[config.mk]
export PLATFORM = sky130hd
export DESIGN_NAME = clk_ratio_meter
export DESIGN_NICKNAME = d
export VERILOG_FILES = /design/src/rtl/clk_meas_pkg.sv /design/src/rtl/clk_edge_sync.sv /design/src/rtl/clk_ratio_meter.sv
export SDC_FILE = /design/constraint.sdc
export NUM_CORES = 1
export LEC_CHECK = 0
export BUFFER_PORTS_ARGS = -buffer_cell sky130_fd_sc_hd__buf_2
export CORE_MARGIN = 1.5
export CORE_UTILIZATION = 35
export CTS_CLUSTER_SIZE = 30
export DETAILED_ROUTE_END_ITERATION = 6
export PLACE_DENSITY_LB_ADDON = 0.25
export SETUP_SLACK_MARGIN = 0.15
export SLEW_MARGIN = 10
export SYNTH_ARGS = -nofsm -noshare
export SYNTH_HDL_FRONTEND = slang
export SYNTH_SLANG_ARGS = --single-unit
[constraint.sdc]
create_clock -name clk -period 2.4 [get_ports clk]
set_clock_uncertainty 0.15 [all_clocks]
set_input_delay 0.6 -clock clk [delete_from_list [all_inputs] [get_ports clk]]
set_output_delay 0.6 -clock clk [all_outputs]
set_load 0.02 [all_outputs]
[src/rtl/clk_meas_pkg.sv]
// Shared definitions for the clock measurement blocks.
//   meas_st_e   : measurement FSM state encoding (2 bits)
//   CNT_W_DEF   : default width of period/high/timeout counters
//   NPER_W_DEF  : default width of the period-count request
package clk_meas_pkg;
  localparam int CNT_W_DEF  = 16;
  localparam int NPER_W_DEF = 4;

  typedef enum logic [1:0] {
    ST_IDLE = 2'd0,
    ST_ARM  = 2'd1,
    ST_MEAS = 2'd2,
    ST_DONE = 2'd3
  } meas_st_e;
endpackage

[src/rtl/clk_edge_sync.sv]
// 3-flop synchronizer for an asynchronous level plus rising-edge detect.
// Ports:
//   clk    in  system clock
//   resetb in  async active-low reset
//   din    in  asynchronous input, sampled as data
//   lvl    out synchronized level (2nd flop)
//   rise   out 1-cycle pulse on a synchronized 0->1 transition
// lvl and rise share the same lag, so high-time and edge timing stay aligned.
module clk_edge_sync (
  input  logic clk,
  input  logic resetb,
  input  logic din,
  output logic lvl,
  output logic rise
);
  logic [2:0] sync_pipe;

  always_ff @(posedge clk or negedge resetb) begin
    if (!resetb) sync_pipe <= '0;
    else         sync_pipe <= {sync_pipe[1:0], din};
  end

  assign lvl  = sync_pipe[1];
  assign rise = sync_pipe[1] & ~sync_pipe[2];
endmodule

[src/rtl/clk_ratio_meter.sv]
// Measures a monitored clock against clk: clk cycles across nper periods of
// mon_clk, and clk cycles mon_clk is high in the same window.
// Ports:
//   clk, resetb      system clock, async active-low reset
//   mon_clk          monitored clock (asynchronous, sampled as data)
//   start            request, accepted only when idle
//   nper             periods to measure (0 treated as 1)
//   timeout_lim      max clk cycles without a mon_clk rise (0 = disabled)
//   busy             measurement in progress (ARM/MEAS/DONE)
//   done             1-cycle completion pulse (normal end or timeout)
//   timeout          measurement ended by timeout
//   sat              a counter saturated
//   period_cnt       clk cycles across the measured periods
//   high_cnt         clk cycles mon_clk was high in the window
module clk_ratio_meter
  import clk_meas_pkg::*;
#(
  parameter int CNT_W  = CNT_W_DEF,
  parameter int NPER_W = NPER_W_DEF
) (
  input  logic              clk,
  input  logic              resetb,
  input  logic              mon_clk,
  input  logic              start,
  input  logic [NPER_W-1:0] nper,
  input  logic [CNT_W-1:0]  timeout_lim,
  output logic              busy,
  output logic              done,
  output logic              timeout,
  output logic              sat,
  output logic [CNT_W-1:0]  period_cnt,
  output logic [CNT_W-1:0]  high_cnt
);
  meas_st_e          state;
  logic [NPER_W-1:0] nper_eff;
  logic [NPER_W-1:0] per_left;
  logic [CNT_W-1:0]  gap;
  logic              lvl, rise;
  logic              to_hit;

  clk_edge_sync u_sync (
    .clk    (clk),
    .resetb (resetb),
    .din    (mon_clk),
    .lvl    (lvl),
    .rise   (rise)
  );

  // gap counts cycles since ARM entry or the last rise; firing at lim-1
  // puts done exactly lim cycles after the last reference point.
  assign to_hit = (timeout_lim != '0) && (gap == timeout_lim - CNT_W'(1));
  assign busy   = (state != ST_IDLE);

  always_ff @(posedge clk or negedge resetb) begin
    if (!resetb) begin
      state      <= ST_IDLE;
      nper_eff   <= '0;
      per_left   <= '0;
      gap        <= '0;
      done       <= 1'b0;
      timeout    <= 1'b0;
      sat        <= 1'b0;
      period_cnt <= '0;
      high_cnt   <= '0;
    end else begin
      done <= 1'b0;
      case (state)
        ST_IDLE: begin
          if (start) begin
            state      <= ST_ARM;
            period_cnt <= '0;
            high_cnt   <= '0;
            timeout    <= 1'b0;
            sat        <= 1'b0;
            gap        <= '0;
            nper_eff   <= (nper == '0) ? NPER_W'(1) : nper;
          end
        end
        ST_ARM: begin
          gap <= gap + CNT_W'(1);
          // First rise opens the window; that cycle itself is not counted.
          if (rise) begin
            state    <= ST_MEAS;
            per_left <= nper_eff;
            gap      <= '0;
          end else if (to_hit) begin
            state   <= ST_DONE;
            timeout <= 1'b1;
            done    <= 1'b1;
          end
        end
        ST_MEAS: begin
          if (&period_cnt) sat <= 1'b1;
          else             period_cnt <= period_cnt + CNT_W'(1);
          if (lvl) begin
            if (&high_cnt) sat <= 1'b1;
            else           high_cnt <= high_cnt + CNT_W'(1);
          end
          gap <= rise ? '0 : gap + CNT_W'(1);
          if (rise) begin
            per_left <= per_left - NPER_W'(1);
            // Closing rise is counted above, giving a (t0, tk] window.
            if (per_left == NPER_W'(1)) begin
              state <= ST_DONE;
              done  <= 1'b1;
            end
          end else if (to_hit) begin
            state   <= ST_DONE;
            timeout <= 1'b1;
            done    <= 1'b1;
          end
        end
        ST_DONE: state <= ST_IDLE;
        default: state <= ST_IDLE;
      endcase
    end
  end
endmodule

==> implementation parameters <==
Parameter                              Value

Setup path
  Required time of the critical path ... 2.54 ns
  Cell with the biggest individual delay on the critical path ... sky130_fd_sc_hd__or4_4
  Crit-path cells ... buf_6 > or4_4 > or3_1 > a2111o_1 > a2bb2oi_4 > nand4_1 > o21ai_2
  Crit path capture type ... flop
  Flop-to-flop setup slack ... 0.27 ns
  Category of the critical setup timing path ... in2reg
  Arrival time at the worst endpoint ... 2.35 ns
  Peak per-stage delay on the critical path ... 0.52 ns
  Worst-path maximum fanout ... 4
  Startpoint Class ... input port

Run
  Maxcap violations ... 0

GRT
  Pin count of the biggest net entering global routing ... 65
  Initial antenna violation count ... 1
  Total congestion overflow ... 0
  Overall global routing resource usage ... 0.1671
  Vias in the first global route ... 3249
  First-pass GRT wire length ... 15440 microns

Synth
  Syn Nets ... 471
  Number of distinct standard cells referenced by the synthesized netlist ... 53
  Largest family of logic cells by synthesized area ... simple AND/OR/NAND/NOR gates
  Syn Area/Cell ... 9.037 sq um
  Proportion of synthesized area in mux cells ... 0.02922
  Biggest area contributors in the synthesized netlist ... sky130_fd_sc_hd__dfrtp_1, sky130_fd_sc_hd__xor2_1, sky130_fd_sc_hd__nor2_1
  Simple logic cell fraction of the synthesized area ... 0.2499
  Most frequent cells after synthesis ... sky130_fd_sc_hd__dfrtp_1, sky130_fd_sc_hd__nor2_1, sky130_fd_sc_hd__nand2_1, sky130_fd_sc_hd__xor2_1, sky130_fd_sc_hd__nand3_1
  Synthesized flop and latch total ... 64
  Most frequently used flop master after synthesis ... sky130_fd_sc_hd__dfrtp_1
  Share of synthesized registers carrying an async set or reset ... 1.000
  Summed instance area of the synthesized netlist ... 3940 sq um
  Most numerous cell in the Yosys netlist ... sky130_fd_sc_hd__dfrtp_1
  Largest area contributor in the netlist ... sky130_fd_sc_hd__dfrtp_1
  Post-synthesis compound-gate area fraction ... 0.1251
  Post-synthesis share of cell area spent on xor and xnor gates ... 0.1200
  Yosys warnings ... 0
  Fraction of synthesized cell area taken by the top area cell type ... 0.4065
  Mapped Cells ... 436
  Adder and majority gate portion of the synthesized area ... 0.03493
  Register area share after synthesis ... 0.4065
  Post-synth EDFFs ... 0

Layout
  Area overhead of the layout relative to synthesis ... 23.02%
  Antenna Diode Count ... 0
  Net count of the finished layout ... 551
  Final design instance area without fill ... 4847 sq um
  Finished Core Util ... 0.4452
  Share of cells above drive strength 1 ... 0.2553

CTS
  TritonCTS clock tree ... done
  Clock latency on the worst-skew pair ... 0.35 ns
  Clock Tree Buf Depth ... 2
  Clock net sink count ... 64
  Cts-stage hold buffer count ... 0
  H-Tree Depth ... 3
  Clock root buffer master ... sky130_fd_sc_hd__clkbuf_8
  Number of buffers created by CTS ... 9
  Clock slew seen by the registers of the worst setup and hold paths ... 0.08 ns

Place
  Global placement routability congestion ... 0.8130
  Post-Place Worst Slack ... -0.2521 ns
  Post-placement cell area ... 4542 sq um
  Half-perimeter wire length after detailed placement ... 6755 microns
  Count of input and output buffers ... 59

Floorplan
  Io pins ... 60
  Die area ... 11900 sq um
  Initial Util ... 0.3619
  Chip width ... 109.1 microns
  Row count ... 38
  Overall die height ... 109.1 microns
  Core region area ... 10890 sq um

Drt
  Drt via density ... 5.209
  Routed via count ... 3443
  First-iteration detailed-routing DRC count ... 222
  Routed length per instance ... 14.13 microns
  Total wirelength of the detailed-routed design ... 9337 microns
  Remaining design rule violation count ... 0
  Final antenna-violating net count ... 0
  Number of optimization iterations in the first detailed-route pass ... 4

STA
  Final Hold Fails ... 0
  Final number of max-transition violations ... 0
  Tightest Pin Transition ... 0.6029 ns
  Worst hold-check slack ... 0.1043 ns
  Count of endpoints failing setup in the final report ... 0
  Max transition margin ... 0.5972
  Final cycle utilization of the critical path ... 0.9237
  Final total negative setup slack ... 0 ns
  Setup slack of the critical path after layout ... 0.1831 ns
  Final critical delay including setup and external delays ... 2.217 ns
  Highest attainable clock frequency ... 0.4511 GHz
  RSZ-0062 raised after global routing ... yes

Pwr
  Total net switching power ... 0.001249 W
  Sequential fraction of design power ... 0.391
  Leak ... 2.245 nW
  Power density cells ... 691.5 nW/um^2
  Sw Share ... 0.3727
  Clock share of power ... 0.256
  Part of the power in combinational logic ... 0.353
  Cell-internal power ... 0.002102 W
  VDD IR-drop max ... 0.0003577 V

Outcome
  Outcome ... finished, final reports clean

Worst hold path
  Worst min-delay path category ... in2async
## state kept, by name (all words and copies together) (netlist names)
signal / count
done: 1
gap: 16
high_cnt: 16
nper_eff: 4
per_left: 4
period_cnt: 16
sat: 1
state: 2
timeout: 1
u_sync.sync_pipe: 3
## power groups by stage
stage / clock network (W) / registers (W) / logic (W)
detailed placement: 0 / 0.00133 / 0.00111
CTS: 0.000891 / 0.00131 / 0.00112
global route: 0.000931 / 0.00133 / 0.00132
finish: 0.000859 / 0.00131 / 0.00118
floorplan: 0 / 0.00130 / 0.000765
global placement: 0 / 0.00132 / 0.00109
## cell type report
cell class	instances	area (sq um)
Fill cell	1084	6041
Clock inverter	5	31.28
Sequential cell	64	1603
Timing Repair Buffer	89	549.3
Clock buffer	11	151.4
Multi-Input combinational cell	340	2292
Tap cell	140	175.2
Inverter	12	45.04
## timing repair
| action | 4_1_cts | 5_1_grt |
|---|---|---|
| endpoints found under the hold margin | 0 | 0 |
| endpoints found under the setup margin | 21 | 30 |
| setup buffers | 0 | 3 |
| gates resized for setup | 3 | 18 |
| pin swaps | 2 | 5 |
## worst paths after layout
| path | endpoint | from | cells past startpoint |
|---|---|---|---|
| min | period_cnt[4]$_DFFE_PN0P_ | resetb | 2 |
| max in group asynchronous | high_cnt[12]$_DFFE_PN0P_ | resetb | 2 |
| max reg2reg | high_cnt[14]$_DFFE_PN0P_ | state[1]$_DFFE_PN0P_ | 9 |
| max | timeout$_DFFE_PN0P_ | timeout_lim[11] | 7 |
| min reg2reg | u_sync.sync_pipe[1]$_DFF_PN0_ | u_sync.sync_pipe[0]$_DFF_PN0_ | 0 |
| min in group clk | u_sync.sync_pipe[0]$_DFF_PN0_ | mon_clk | 1 |
## metrics by stage
stage	instances	power [W]
2_1_floorplan	436	0.002061
3_3_place_gp	642	0.002418
3_5_place_dp	642	0.002440
4_1_cts	658	0.003323
5_1_grt	661	0.003581
6_report	661	0.003352
## cells in the final DEF, fill, tap and decap left out, drive strengths merged, types with 6 or more instances in the layout
master  count
buf        89
dfrtp      64
nor2       55
nand2      36
xor2       33
nand3      23
o21ai      23
xnor2      21
nor3       18
nand4      17
inv        12
clkbuf     11
ha         11
and3        9
a21oi       9
and4        8
mux2i       7
o211ai      6
or3         6
## kinds of logic after synthesis
logic type | after synthesis
and+or+nand+nor | 194
AOI/OAI and AO/OA | 70
DFF | 64
xor gates and xnor gates | 54
buffers and inverters | 32
muxes | 11
adders and majority gates | 11
## critical path, delay by kind of cell
kind                   cells  cell delay, ns
buffers and inverters      1            0.09
AOI/OAI and AO/OA          3            0.70
and+or+nand+nor            3            0.96
## metal layers
| metal | vias to the layer above | wire length [microns] | track usage |
|---|---|---|---|
| li1 | 1714 | - | - |
| met3 | 15 | 397 | 0.03288 |
| met5 | - | 12 | 0 |
| met2 | 57 | 4145 | 0.2616 |
| met4 | 2 | 179 | 0.07801 |
| met1 | 1655 | 4601 | 0.2215 |
Power figures use the tool's default switching activity.
